## src/rtl/mcpu_alu_operand_stage.sv

```systemverilog
// mcpu_alu_operand_stage
// Operand/issue stage in front of the MCPU_Alu combinational ALU. It holds a
// small register file and takes one instruction at a time over a valid/ready
// handshake. It sequences IDLE -> READ -> EXEC -> WB and then returns to IDLE.
// In READ it drives the ALU operands from the register file. In EXEC it
// captures the ALU result. In WB it writes the result back to rd and pulses done.
// Optional build macro: MCPU_HIGH_WB_EN. When it is defined, WB also writes the
// upper half of the result to register (rd+1) mod REG_COUNT.
module mcpu_alu_operand_stage #(
  parameter int CMD_SIZE  = 2,
  parameter int WORD_SIZE = 8,
  parameter int ADDR_SIZE = 2
) (
  input  logic                   clk,
  input  logic                   reset,
  input  logic                   instr_valid,
  output logic                   instr_ready,
  input  logic [CMD_SIZE-1:0]    instr_opcode,
  input  logic [ADDR_SIZE-1:0]   instr_rd,
  input  logic [ADDR_SIZE-1:0]   instr_rs1,
  input  logic [ADDR_SIZE-1:0]   instr_rs2,
  input  logic                   load_en,
  input  logic [ADDR_SIZE-1:0]   load_addr,
  input  logic [WORD_SIZE-1:0]   load_data,
  output logic [CMD_SIZE-1:0]    alu_opcode,
  output logic [WORD_SIZE-1:0]   alu_r1,
  output logic [WORD_SIZE-1:0]   alu_r2,
  input  logic [2*WORD_SIZE-1:0] alu_out,
  input  logic                   alu_overflow,
  output logic                   done,
  output logic [2*WORD_SIZE-1:0] result,
  output logic                   ovf_flag,
  input  logic                   ovf_clr,
  input  logic [ADDR_SIZE-1:0]   dbg_addr,
  output logic [WORD_SIZE-1:0]   dbg_data
);

  localparam int REG_COUNT = 2**ADDR_SIZE;

  typedef enum logic [1:0] {
    IDLE = 2'd0,
    READ = 2'd1,
    EXEC = 2'd2,
    WB   = 2'd3
  } state_t;

  state_t                 state;
  logic [CMD_SIZE-1:0]    op_q;
  logic [ADDR_SIZE-1:0]   rd_q;
  logic [ADDR_SIZE-1:0]   rs1_q;
  logic [ADDR_SIZE-1:0]   rs2_q;
  logic                   ovf_pending;
  logic [WORD_SIZE-1:0]   regfile [REG_COUNT];

  assign instr_ready = (state == IDLE);
  assign dbg_data    = regfile[dbg_addr];

`ifdef MCPU_HIGH_WB_EN
  logic [ADDR_SIZE-1:0] rd_hi;
  assign rd_hi = rd_q + ADDR_SIZE'(1);
`endif

  // Instruction sequencer: latch the instruction, drive the ALU, capture the result, and pulse done
  always_ff @(posedge clk or posedge reset) begin
    if (reset) begin
      state       <= IDLE;
      op_q        <= '0;
      rd_q        <= '0;
      rs1_q       <= '0;
      rs2_q       <= '0;
      alu_opcode  <= '0;
      alu_r1      <= '0;
      alu_r2      <= '0;
      result      <= '0;
      ovf_pending <= 1'b0;
      done        <= 1'b0;
    end else begin
      done <= 1'b0;
      case (state)
        IDLE: begin
          if (instr_valid) begin
            op_q  <= instr_opcode;
            rd_q  <= instr_rd;
            rs1_q <= instr_rs1;
            rs2_q <= instr_rs2;
            state <= READ;
          end
        end
        READ: begin
          alu_opcode <= op_q;
          alu_r1     <= regfile[rs1_q];
          alu_r2     <= regfile[rs2_q];
          state      <= EXEC;
        end
        EXEC: begin
          result      <= alu_out;
          ovf_pending <= alu_overflow;
          done        <= 1'b1;
          state       <= WB;
        end
        WB: begin
          state <= IDLE;
        end
        default: begin
          state <= IDLE;
        end
      endcase
    end
  end

  // Register file: preload port in every state, write-back issued later so it wins on the same address
  always_ff @(posedge clk or posedge reset) begin
    if (reset) begin
      for (int i = 0; i < REG_COUNT; i++) begin
        regfile[i] <= '0;
      end
    end else begin
      if (load_en) begin
        regfile[load_addr] <= load_data;
      end
      if (state == WB) begin
        regfile[rd_q] <= result[WORD_SIZE-1:0];
`ifdef MCPU_HIGH_WB_EN
        regfile[rd_hi] <= result[2*WORD_SIZE-1:WORD_SIZE];
`endif
      end
    end
  end

  // Sticky overflow: a write-back with overflow takes priority over a clear in the same cycle
  always_ff @(posedge clk or posedge reset) begin
    if (reset) begin
      ovf_flag <= 1'b0;
    end else if ((state == WB) && ovf_pending) begin
      ovf_flag <= 1'b1;
    end else if (ovf_clr) begin
      ovf_flag <= 1'b0;
    end
  end

endmodule

```

## config.mk

```make
export PLATFORM = sky130hd
export DESIGN_NAME = mcpu_alu_operand_stage
export DESIGN_NICKNAME = d
export VERILOG_FILES = /design/src/rtl/mcpu_alu_operand_stage.sv
export SDC_FILE = /design/constraint.sdc
export NUM_CORES = 1
export LEC_CHECK = 0
export ABC_CLOCK_PERIOD_IN_PS = 2300
export CORE_MARGIN = 2
export CORE_UTILIZATION = 25
export CTS_CLUSTER_SIZE = 30
export DETAILED_ROUTE_END_ITERATION = 6
export SLEW_MARGIN = 40
export SYNTH_ARGS = -nofsm -noshare
export SYNTH_HDL_FRONTEND = slang
export SYNTH_SLANG_ARGS = --single-unit
```

## constraint.sdc

```tcl
create_clock -name clk -period 2.3 [get_ports clk]
set_input_delay 0.46 -clock clk [delete_from_list [all_inputs] [get_ports clk]]
set_output_delay 0.46 -clock clk [all_outputs]
set_load 0.01 [all_outputs]
```

# Yosys cells after proc, flatten, opt, wreduce, memory -nomap -nowiden
# Index checks and enable logic that the tools add are counted.
dict set report op_classes {
  add_sub_neg 0
  mul 0
  n_div 0
  n_lt_le_gt_ge 7
  eq_ne 4
  n_shift 0
  n_mux 22
  bitwise 5
  reduce_logical 6
}
# operator n
set op_table {}
lappend op_table {{32-bit bitwise mux} 2}
lappend op_table {{32-bit two-way mux} 2}
lappend op_table {{8-bit two-way mux} 8}
lappend op_table {{8-bit binary-select mux with 2-bit select} 3}
lappend op_table {{8-bit demux with 2-bit select} 2}
lappend op_table {{3-bit >= comparator, second input constant} 5}
lappend op_table {{2-bit NOT with 3-bit output} 5}
lappend op_table {{2-bit case mux with 4 select lines} 1}
lappend op_table {{3-bit by 1-bit less-than comparator with 1-bit output, second input constant} 2}
lappend op_table {{2-bit equality test, second input constant} 2}
lappend op_table {{1-bit logical AND} 3}
lappend op_table {{1-bit two-way mux} 3}
lappend op_table {{2-bit by 1-bit equality test with 1-bit output, second input constant} 1}
lappend op_table {{2-bit zero test} 1}
lappend op_table {{2-bit two-way mux} 1}
lappend op_table {{2-bit inequality test, second input constant} 1}
lappend op_table {{2-bit AND reduction} 1}
lappend op_table {{2-bit nonzero test} 1}
dict set report totals {
  regBits 79
  latchBits 0
  ram_bits 0
  romBits 0
  in_bits 42
  output_inout_bits 45
  elab_cells 60
  mem_count 0
}

# Longest topological paths before layout
dict set report logic_depth {
  ltp_word 9
  depth_mapped 6
  depth_no_buf 5
}

# Least setup slack after synthesis
# No wires, ideal clock.
dict set report synth_timing {
  kind {input to output}
  startpoint {input port dbg_addr[0]}
  endpoint {output port dbg_data[0]}
  arrival_ns 1.227
  required_time_ns 1.840
  slack_ns 0.613
  stages 2
  path_buffers 1
  path_cell_list {buf_2 -> mux4_2}
}
dict set report synth_via {
  elab_chain_len 4
}
# element line_no
set synth_lines {}
lappend synth_lines {{start, declared} 34} ;# input logic [ADDR_SIZE-1:0] dbg_addr,
lappend synth_lines {{2-bit NOT with 3-bit output (not written as such)} 56} ;# assign dbg_data = regfile[dbg_addr];
lappend synth_lines {{8-bit binary-select mux with 2-bit select} 56}
lappend synth_lines {{8-bit two-way mux (not written as such) (2 in a row)} 56}
lappend synth_lines {{end, declared} 35} ;# output logic [WORD_SIZE-1:0] dbg_data
# Every way passes these cells. The select of a mux whose other input is x is not followed.

# Worst setup path after layout
dict set report layout_timing {
  startpoint {register state[1]}
  endpoint {output port instr_ready}
}
dict set report layout_via {
  elab_chain_len 1
}
# element line_no
set layout_lines {}
lappend layout_lines {{start, declared} 47} ;# state_t state;
lappend layout_lines {{start signal, assigned} 66} ;# state <= IDLE;
lappend layout_lines {{start signal, assigned} 86} ;# state <= READ;
lappend layout_lines {{start signal, assigned} 93} ;# state <= EXEC;
lappend layout_lines {{2-bit zero test} 55} ;# assign instr_ready = (state == IDLE);
lappend layout_lines {{end, declared} 17} ;# output logic instr_ready,
# Every way passes these cells.

==> flow_metrics.tcl <==
set metrics [dict create \
    gp_congestion 0.781 \
    coreArea_mm2 0.0157 \
    critical_path_class "reg -> out" \
    num-fill-cells 1571 \
    fin_util_pct 34.5 \
    rr_worst_depth 4 \
    numCtsBuffers 9 \
    rsz0062_at_grt "no" \
    cts_hold_buffers 0 \
    synthesis.nets 425 \
    ys_seq_elements 79 \
    max_slew.worst_pin.slew_ps 833 \
    max_clock_freq_mhz 470 \
    final.setup.tns_ps 0 \
    syn-cell-area_mm2 0.00397 \
    grt_pass1_wl_um 17700 \
    cap_viol_max_count 0 \
    maxSlewViolCount 0 \
    cts_tree "built" \
    wl_um 10900 \
    htree_levels 3 \
    post_drt_wl_per_cell_um 15.9 \
    drt_iter0_markers 131 \
    syn_inst 379 \
    cp-start-kind "flop" \
    p_leak_nw 2.27 \
    area_growth_pct 36.4 \
    hold_viol_final 0 \
    clock_sinks 79 \
    critPathCapture "instr_ready" \
    hp-class "reg -> reg" \
    path_depth 3 \
    ir_worst_vdd_mv 0.481 \
    grt_pass1_vias 3140 \
    final_common_cell "dfrtp_1" \
    multi_input_area_mm2 0.00185 \
    critical_path_buf_inv_count 2 \
    timing.rr.end "regfile[31]" \
    grt-ovfl-total 0 \
    dp_hpwl_um 7950 \
    cp_top_family "buffers and inverters" \
    fin_crit_sh_pct 92.4 \
    timing.rr.start "state[0]" \
    cp-end-kind "output pin" \
    start_util_pct 25.3 \
    ioPinCount 87 \
    mostFrequentLayoutCells "dfrtp_1 (78), clkdlybuf4s50_1 (76), nand2_1 (68)" \
    status "completed" \
    yosysWarnings 0 \
    synth_cell_types 25 \
    route.detailed.drc 0 \
    slew_headroom_pct 44.5 \
    clock_tree.root_cell "clkbuf_16" \
    fp-row-count 46 \
    cp_max_fo 5 \
    seq_area_frac_synth_pct 49.8 \
    viasPerCell 4.56 \
    path_cells "inv_1, ha_1, clkdlybuf4s50_1" \
    p_per_area_mw_per_mm2 1430 \
    setup_ws_ps 174 \
    setup_viol 0 \
    async_reset_ff_share_pct 100 \
    critPathMaxStageDelay_ps 580 \
    fin_crit_ps 2130 \
    synth-main-ff-cell "dfrtp_1" \
    nets 508 \
    fin_skew_ps 5.61 \
    whs_ps 499 \
    drive_gt1_share_pct 18.2 \
    rrSetupSlack_ps 620 \
    cp-startpoint "state[1]" \
    pre_cts_ws_ps -307 \
    regArea_mm2 0.00198 \
    ant_nets 0 \
    synth_edf_count 0 \
    finalPower_mw 7.75 \
    io_buffers 86 \
    diodes 0 \
    vias 3116 \
    antenna_found_initial 0 \
    clk_latency_ps 340 \
    clk_path_buf_depth 2 \
    syn_area_per_cell_um2 10.5 \
    cp.arrival_ps 1670 \
    die_area_mm2 0.0169 \
    cp_slowest_cell "clkdlybuf4s50_1" \
    grt_max_degree 80 \
    cp.required_ps 1840 \
    firstDrtPassIters 4 \
    die_y_um 130 \
    die-width_um 130 \
    grt.total_usage_pct 13.8 \
    path_clk_slew_ps 60 \
]
==> routing by layer <==
metal / up-vias / wire length, um / global-route usage [%]
met1: 1542 / 4990 / 18.4
met3: 15 / 514 / 2.71
met4: 0 / 243 / 6.45
li1: 1493 / - / -
met5: - / 0 / 0
met2: 66 / 5110 / 21.6
==> sequential cells by signal, indices dropped and copies added (netlist names) <==
| register | cells |
|---|---|
| ovf_pending | 1 |
| rs1_q | 2 |
| result | 16 |
| alu_r2 | 8 |
| rd_q | 2 |
| op_q | 2 |
| alu_opcode | 2 |
| done | 1 |
| alu_r1 | 8 |
| regfile | 32 |
| rs2_q | 2 |
| ovf_flag | 1 |
| state | 2 |
==> report_power, final <==
part	total [mW]	switching [mW]	internal, mW
Combinational	3.11	1.27	1.83
Clock	1.68	0.592	1.09
Sequential	2.96	0.852	2.11
Total	7.75	2.72	5.03
==> synthesized netlist by cell type (all sizes together), types with 5 or more instances <==
cell type / number / area share [%]
dfrtp: 79 / 50
mux4: 8 / 4.5
a21oi: 17 / 2.1
buf: 16 / 2.3
nand2: 68 / 6.4
o21ai: 18 / 2.3
clkbuf: 8 / 0.76
nor2: 34 / 3.2
a31oi: 32 / 5.2
mux2i: 16 / 4.0
inv: 5 / 0.47
nor2b: 18 / 2.8
mux2: 43 / 12
==> worst register-to-register path: stages (launching register included) <==
cell and delay [ps]:
dfrtp_1 390, ha_1 260, or3b_1 620, nor2_1 200, a31oi_1 60
==> cell type report <==
type | count | area share, %
sequential | 79 | 36.5
clock inverter | 5 | 1.94
clock buffer | 11 | 4.48
multi-input combinational | 271 | 34.2
tap | 216 | 4.99
timing repair buffer | 96 | 17.4
inverter | 5 | 0.416
==> what timing repair did <==
action,CTS,global route
hold endpoints to repair,0,0
setup buffers,2,0
setup endpoints to repair,8,2
resized for setup,24,1
==> worst min-delay path by stage <==
| stage | endpoint | from | slack [ps] | depth (start not counted) |
|---|---|---|---|---|
| final | ovf_flag | ovf_pending | 500 | 2 |
| after global routing | result[10] | result[10] | 520 | 1 |
| after CTS | ovf_flag | ovf_pending | 500 | 2 |
| after detailed placement | ovf_flag | ovf_pending | 480 | 2 |
| after global placement | ovf_flag | ovf_pending | 470 | 2 |
| after floorplan | ovf_flag | ovf_pending | 450 | 2 |
==> metrics by stage <==
stage / cell area (um2) / instances
finish: 5420 / 683
detailed placement: 5070 / 665
CTS: 5410 / 683
global route: 5420 / 683
floorplan: 3970 / 379
global placement: 5070 / 665
==> cells by family after synthesis <==
group / count (synthesis) / share of synthesized area, %
compound gates: 68 / 9.80
fa+ha+maj: 4 / 1.26
buf+inv: 29 / 3.53
flops: 79 / 49.8
mux: 67 / 20.8
simple gates: 132 / 14.8
Note: power is estimated with default switching activity, not from simulation.
